File: src/rtl/pipe_stage_reg.sv
// Elastic pipeline stage register: one control word plus one datapath word per beat,
// with a one-beat skid buffer, per-beat bubble insertion, flush and a saturating bubble counter.
module pipe_stage_reg #(
  parameter int CTRL_W = 11,
  parameter int DATA_W = 111,
  parameter int CNT_W  = 16
) (
  input  logic              clk,
  input  logic              rst,
  input  logic              in_valid,
  output logic              in_ready,
  input  logic [CTRL_W-1:0] in_ctrl,
  input  logic [DATA_W-1:0] in_data,
  input  logic              kill,
  input  logic              flush,
  output logic              out_valid,
  input  logic              out_ready,
  output logic [CTRL_W-1:0] out_ctrl,
  output logic [DATA_W-1:0] out_data,
  output logic [CNT_W-1:0]  bubble_cnt,
  output logic [1:0]        dbg_state
);

  // Handshake: a beat moves across a port on a rising edge where valid and ready are
  // both high. Upstream must hold in_valid/in_ctrl/in_data stable until it is accepted.
  // in_ready is decoded from registered state only, so it never depends on out_ready.

  typedef enum logic [1:0] {
    ST_EMPTY = 2'd0,
    ST_ONE   = 2'd1,
    ST_FULL  = 2'd2
  } state_e;

  state_e state_q, state_d;

  logic [CTRL_W-1:0] main_ctrl_q, main_ctrl_d;
  logic [DATA_W-1:0] main_data_q, main_data_d;
  logic [CTRL_W-1:0] skid_ctrl_q, skid_ctrl_d;
  logic [DATA_W-1:0] skid_data_q, skid_data_d;
  logic [CNT_W-1:0]  bubble_cnt_q, bubble_cnt_d;

  logic              accept;
  logic              pop;
  logic [CTRL_W-1:0] in_ctrl_eff;

  assign in_ready  = (state_q != ST_FULL);
  assign out_valid = (state_q != ST_EMPTY);
  assign accept    = in_valid && in_ready && !flush;
  assign pop       = out_valid && out_ready;

  // A killed beat keeps its data but loses all control effects.
  assign in_ctrl_eff = kill ? '0 : in_ctrl;

  always_comb begin
    state_d     = state_q;
    main_ctrl_d = main_ctrl_q;
    main_data_d = main_data_q;
    skid_ctrl_d = skid_ctrl_q;
    skid_data_d = skid_data_q;

    if (flush) begin
      // Data registers keep their contents; only the control words are scrubbed.
      state_d     = ST_EMPTY;
      main_ctrl_d = '0;
      skid_ctrl_d = '0;
    end else begin
      unique case (state_q)
        ST_EMPTY: begin
          if (accept) begin
            main_ctrl_d = in_ctrl_eff;
            main_data_d = in_data;
            state_d     = ST_ONE;
          end
        end
        ST_ONE: begin
          if (accept && !pop) begin
            skid_ctrl_d = in_ctrl_eff;
            skid_data_d = in_data;
            state_d     = ST_FULL;
          end else if (accept && pop) begin
            main_ctrl_d = in_ctrl_eff;
            main_data_d = in_data;
          end else if (pop) begin
            state_d = ST_EMPTY;
          end
        end
        ST_FULL: begin
          if (pop) begin
            main_ctrl_d = skid_ctrl_q;
            main_data_d = skid_data_q;
            state_d     = ST_ONE;
          end
        end
        default: state_d = ST_EMPTY;
      endcase
    end
  end

  always_comb begin
    bubble_cnt_d = bubble_cnt_q;
    if (accept && kill && (bubble_cnt_q != {CNT_W{1'b1}})) begin
      bubble_cnt_d = bubble_cnt_q + CNT_W'(1);
    end
  end

  always_ff @(posedge clk or posedge rst) begin
    if (rst) begin
      state_q      <= ST_EMPTY;
      main_ctrl_q  <= '0;
      main_data_q  <= '0;
      skid_ctrl_q  <= '0;
      skid_data_q  <= '0;
      bubble_cnt_q <= '0;
    end else begin
      state_q      <= state_d;
      main_ctrl_q  <= main_ctrl_d;
      main_data_q  <= main_data_d;
      skid_ctrl_q  <= skid_ctrl_d;
      skid_data_q  <= skid_data_d;
      bubble_cnt_q <= bubble_cnt_d;
    end
  end

  assign out_ctrl   = out_valid ? main_ctrl_q : '0;
  assign out_data   = main_data_q;
  assign bubble_cnt = bubble_cnt_q;
  assign dbg_state  = state_q;

endmodule

File: config.mk
export PLATFORM = sky130hd
export DESIGN_NAME = pipe_stage_reg
export DESIGN_NICKNAME = d
export VERILOG_FILES = /design/src/rtl/pipe_stage_reg.sv
export SDC_FILE = /design/constraint.sdc
export NUM_CORES = 1
export LEC_CHECK = 0
export CAP_MARGIN = 20
export CORE_ASPECT_RATIO = 1.75
export CORE_MARGIN = 3
export CORE_UTILIZATION = 46
export CTS_CLUSTER_SIZE = 40
export DETAILED_ROUTE_END_ITERATION = 6
export GPL_TIMING_DRIVEN = 0
export HOLD_SLACK_MARGIN = 0.02
export MAX_ROUTING_LAYER = met4
export PLACE_DENSITY_LB_ADDON = 0.25
export SYNTH_ARGS = -nofsm -noshare
export SYNTH_HDL_FRONTEND = slang
export SYNTH_SLANG_ARGS = --single-unit
File: constraint.sdc
create_clock -name clk -period 9.7 [get_ports clk]
set_input_delay 1.94 -clock clk [delete_from_list [all_inputs] [get_ports clk]]
set_output_delay 1.94 -clock clk [all_outputs]
set_load 0.05 [all_outputs]
# Yosys cells after proc, flatten, opt, wreduce, memory -nomap -nowiden
# Cells that the tools add are included.
# word_totals
register_bits	262
output_inout_bits	142
word_cells	65
# classes
mux	23
addsub	1
reduce_logical	20
n_bitwise	1
n_eq_ne	14
# op_table
cell	n
111-bit 2-to-1 mux	4
111-bit case mux with 3 select lines	1
11-bit 2-to-1 mux	10
11-bit case mux with 3 select lines	1
16-bit by 1-bit adder with 16-bit output (second input constant)	1
16-bit inequality test (second input constant)	1
2-bit 2-to-1 mux	6
3-bit inequality test (second input constant)	4
2-bit inequality test (second input constant)	5
4-bit inequality test (second input constant)	2
1-bit logical AND	7
2-bit case mux with 3 select lines	1
6-bit AND reduction	1
2-bit nonzero test	3
5-bit AND reduction	1
4-bit AND reduction	1
4-bit nonzero test	1
3-bit AND reduction	1
3-bit nonzero test	1
2-bit by 1-bit == test with 1-bit output (second input constant)	1
2-bit == test (second input constant)	1
1-bit logical NOT	2
2-bit logical NOT	1
2-bit AND reduction	1
1-bit NOT	1

# Longest topological paths before layout
# depth
word_depth	8
depth_mapped	10
mapped_depth_nobuf	6

# Worst setup path before layout
# Ideal clock, no wire load.
# synth_timing
path_type	register -> output
startpoint	register state_q[0] (netlist: dbg_state[0])
endpoint	output port out_ctrl[0]
n_path_buf	1
arrival_time_ps	2007
path_stages_with_launch	5
path_slack_ps	5753
required_time_ps	7760
path_cell_list	dfrtp_1 > inv_1 > ha_1 > clkbuf_1 > nor2b_1
# synth_via
elab_chain_cells	2
# synth_lines
item	line_no	source
start: declaration	34	state_e state_q, state_d;
start signal: assignment	115	state_q <= state_d;
2-bit nonzero test	47	assign out_valid = (state_q != ST_EMPTY);
11-bit 2-to-1 mux	124	assign out_ctrl = out_valid ? main_ctrl_q : '0;
end: declaration	18	output logic [CTRL_W-1:0] out_ctrl,
# Every way passes these cells.

# Final worst setup path
# layout_timing
startpoint	register state_q[0] (netlist: dbg_state[0])
endpoint	output port out_ctrl[8]
# The elaborated chain is that of the path after synthesis.

==> results.md <==
- Count leader, synth: nand2_1
- Longest Clk Path Bufs: 3
- H-tree depth: 1
- Die Ht: roughly 220 µm
- Clock Sink Count: roughly 260
- Synth Cell Area: 11800 µm²
- Final WL: 30000 µm
- CP delay by family, top: buffers and inverters
- Pleak: between 7 and 8 nW
- Nets@finish: 1502
- Root buffer selected by CTS: clkbuf_16
- Overall via count from detail_route: 8771
- Area leader, netlist: dfrtp_1
- Die width: 127 µm
- Kind of critical path: flop to primary output
- Worst setup EP type: primary output
- CP Cell Sequence: inv_1, ha_1, clkbuf_1, nor2b_1, clkdlybuf4s50_1
- Hold Path Class: flop to flop
- Ports: 270
- Post-synth EDFFs: 0
- RSZ-0062 raised after global routing: no
- Max Fanout on Critical Path: 10
- Final GP Congestion: just over 0.8
- Max Slew Vio Count: 0
- Slowest-stage cell, CP: clkdlybuf4s50_1
- Worst-skew pair later-pin latency: 0.52 ns
- Slew @ Worst Pin: 0.787 ns
- Clk pin slew, worst setup/hold paths: 0.06 ns
- P&R area growth vs syn: 34.7%
- Final Instance Area: 15800 µm²
- Final Setup Violations: 0
- Initial core utilization: 0.472
- Primary FF master, synth: dfrtp_1
- Die area: 27600 µm²
- Final core utilization: 0.636
- Mapped Cells: 1070
- Post-synth top cells: nand2_1 (338), dfrtp_1 (262), mux2_2 (136)
- HPWL Detailed: 21700 µm
- Sw frac: 0.408
- Power Density: 327 nW/µm²
- Vias/cell: 5.17
- Async S/R FF share, synth: 1.00
- Max-cap viol count: 0
- Achievable Freq: 0.218 GHz
- Final min period: 4.59 ns
- Ant. Diodes: 0
- Total grt overflow: 0
- Post-synth top area share: 0.557
- CP Launch Type: flop
- Post-CTS sizing: 0
- Reg power frac: 0.354
- Req. time, crit path: 7.76 ns
- Yosys synthesis warning count: 0
- Max-slew headroom: 0.475
- Buffers and inverters on the worst path: 3
- Syn nets: between 1000 and 1500
- Layout cell share with drive strength beyond 1: 0.139
- Largest net degree at the start of global routing: 132
- CTS tree: yes
- Drt first pass iters: 4
- Logic pwr share: 0.434
- VDD IR-drop max: 0.206 mV
- Synth unique cells: 35
- DP Area: 14900 µm²
- First-pass GRT wire length: 48700 µm
- DRC viols: 0
- Flop and latch count out of synthesis: between 200 and 300
- Vias in the first global route: 9241
- Clk pwr share: 0.212
- Syn Area/Cell: roughly 11 µm²
- Top area cells in the synthesized netlist: dfrtp_1 (56%), mux2_2 (13%), nand2_1 (11%), mux2_1 (8.6%), clkbuf_1 (1.6%)
- Post-DR wirelength/cell: around 18 µm
- Psw: 2.11 mW
- Status: complete, no violations
- Cts bufs inserted: 25
- Iter 0 DRT Violations: 381
- Critical path's largest stage delay: 0.84 ns
- Fin. Hold Viols: 0
- GRT Overall Usage: 0.223
- Setup bufs post-CTS: 0
- Core area: 24900 µm²
- PortBufs: 269
- Fin crit share: 0.473
- Post-route ant nets: 0
- Clock skew: 0.0130 ns
- FP Rows: 76
- CP arrival: 2.65 ns
- Internal: 3.07 mW
- CTS Hold Buffers Added: 0
- Post-synthesis sequential area ratio: 0.557
- Initial antenna violation count: 0
==> cells in the final DEF, fill, tap and decap left out, drive strengths merged, types with 2 or more instances in the layout <==
cell / count
bufinv: 6
xor2: 8
nor2: 7
clkinvlp: 2
clkdlybuf4s50: 269
buf: 17
inv: 10
mux2: 226
nand3: 7
nand3b: 11
ha: 5
nand2: 338
nor2b: 11
clkbuf: 85
xnor2: 4
nand2b: 14
nand4: 7
o21ai: 24
or3: 12
dfrtp: 262
nor3b: 13
and3: 2
nor4b: 2
nor4: 6
a21oi: 25
a211oi: 2
==> worst paths after layout <==
path / from / slack, ns / cells after the start / to
worst max register to register: dbg_state[0] / 6.38 / 10 / skid_data_q[110]
worst max-delay path: dbg_state[0] / 5.11 / 5 / out_ctrl[8]
min in group asynchronous: rst / 1.70 / 2 / out_data[95]
worst min-delay path: skid_data_q[23] / 0.47 / 2 / skid_data_q[23]
worst min register to register: skid_data_q[23] / 0.47 / 2 / skid_data_q[23]
max in group asynchronous: rst / 7.15 / 3 / out_data[34]
==> power by group through the flow <==
stage	logic [mW]	registers, mW	clock network, mW
detailed placement	2.27	1.85	0
floorplan	0.623	2.67	0
global route	2.39	1.90	1.17
CTS	2.28	1.84	1.13
finish	2.25	1.83	1.10
global placement	2.23	1.83	0
==> cell type report <==
| class | count | area (µm²) |
|---|---|---|
| Multi-Input combinational cell | 734 | 4910 |
| Buffer | 66 | 260 |
| Sequential cell | 262 | 6560 |
| Clock inverter | 11 | 218 |
| Fill cell | 2012 | 9070 |
| Clock buffer | 33 | 716 |
| Timing Repair Buffer | 272 | 2750 |
| Tap cell | 312 | 390 |
| Inverter | 8 | 37.5 |
==> through the flow <==
stage | worst slack [ns] | hold WS, ns | total power [mW] | std cells | setup TNS (ns)
final | 5.11 | 0.467 | 5.18 | 1698 | 0
after global routing | 4.93 | 0.496 | 5.46 | 1698 | 0
after detailed placement | 4.81 | 0.457 | 4.12 | 1653 | 0
after floorplan | 0.548 | 0.440 | 3.29 | 1070 | 0
after global placement | -2.82 | 0.451 | 4.07 | 1651 | -736.68
after CTS | 5.05 | 0.473 | 5.25 | 1697 | 0
==> metal layers <==
| metal | track usage | share of wire |
|---|---|---|
| met3 | 0.0382 | 0.051 |
| met4 | 0.0755 | 0.032 |
| met1 | 0.252 | 0.38 |
| met5 | - | 0 |
| met2 | 0.398 | 0.54 |
==> logic make-up (layout without fill, tap and decap cells) <==
logic type,count (synthesis),count (layout),share of synthesized area
multiplexers,226,226,0.216
XOR/XNOR,12,12,0.00894
flip-flops,262,262,0.557
AND/OR/NAND/NOR,436,436,0.162
adder cells (fa/ha/maj),5,5,0.00532
AO/OA/AOI/OAI,55,55,0.0253
buffers and inverters,74,390,0.0247
==> sequential cells by signal (all words and copies together) (netlist names) <==
signal / flops
bubble_cnt: 16
skid_ctrl_q: 11
skid_data_q: 111
main_ctrl_q: 11
dbg_state: 2
out_data: 111
==> worst register-to-register path: stages (launching register included) <==
cell and delay [ns]:
dfrtp_1 0.42, inv_1 0.10, ha_1 0.26, clkbuf_1 0.36, nor3b_1 0.34, and3_1 0.19
clkbuf_1 0.34, clkbuf_1 0.59, clkbuf_1 0.45, nand2_1 0.13, nand2_1 0.08
Power figures use the tool's default switching activity.
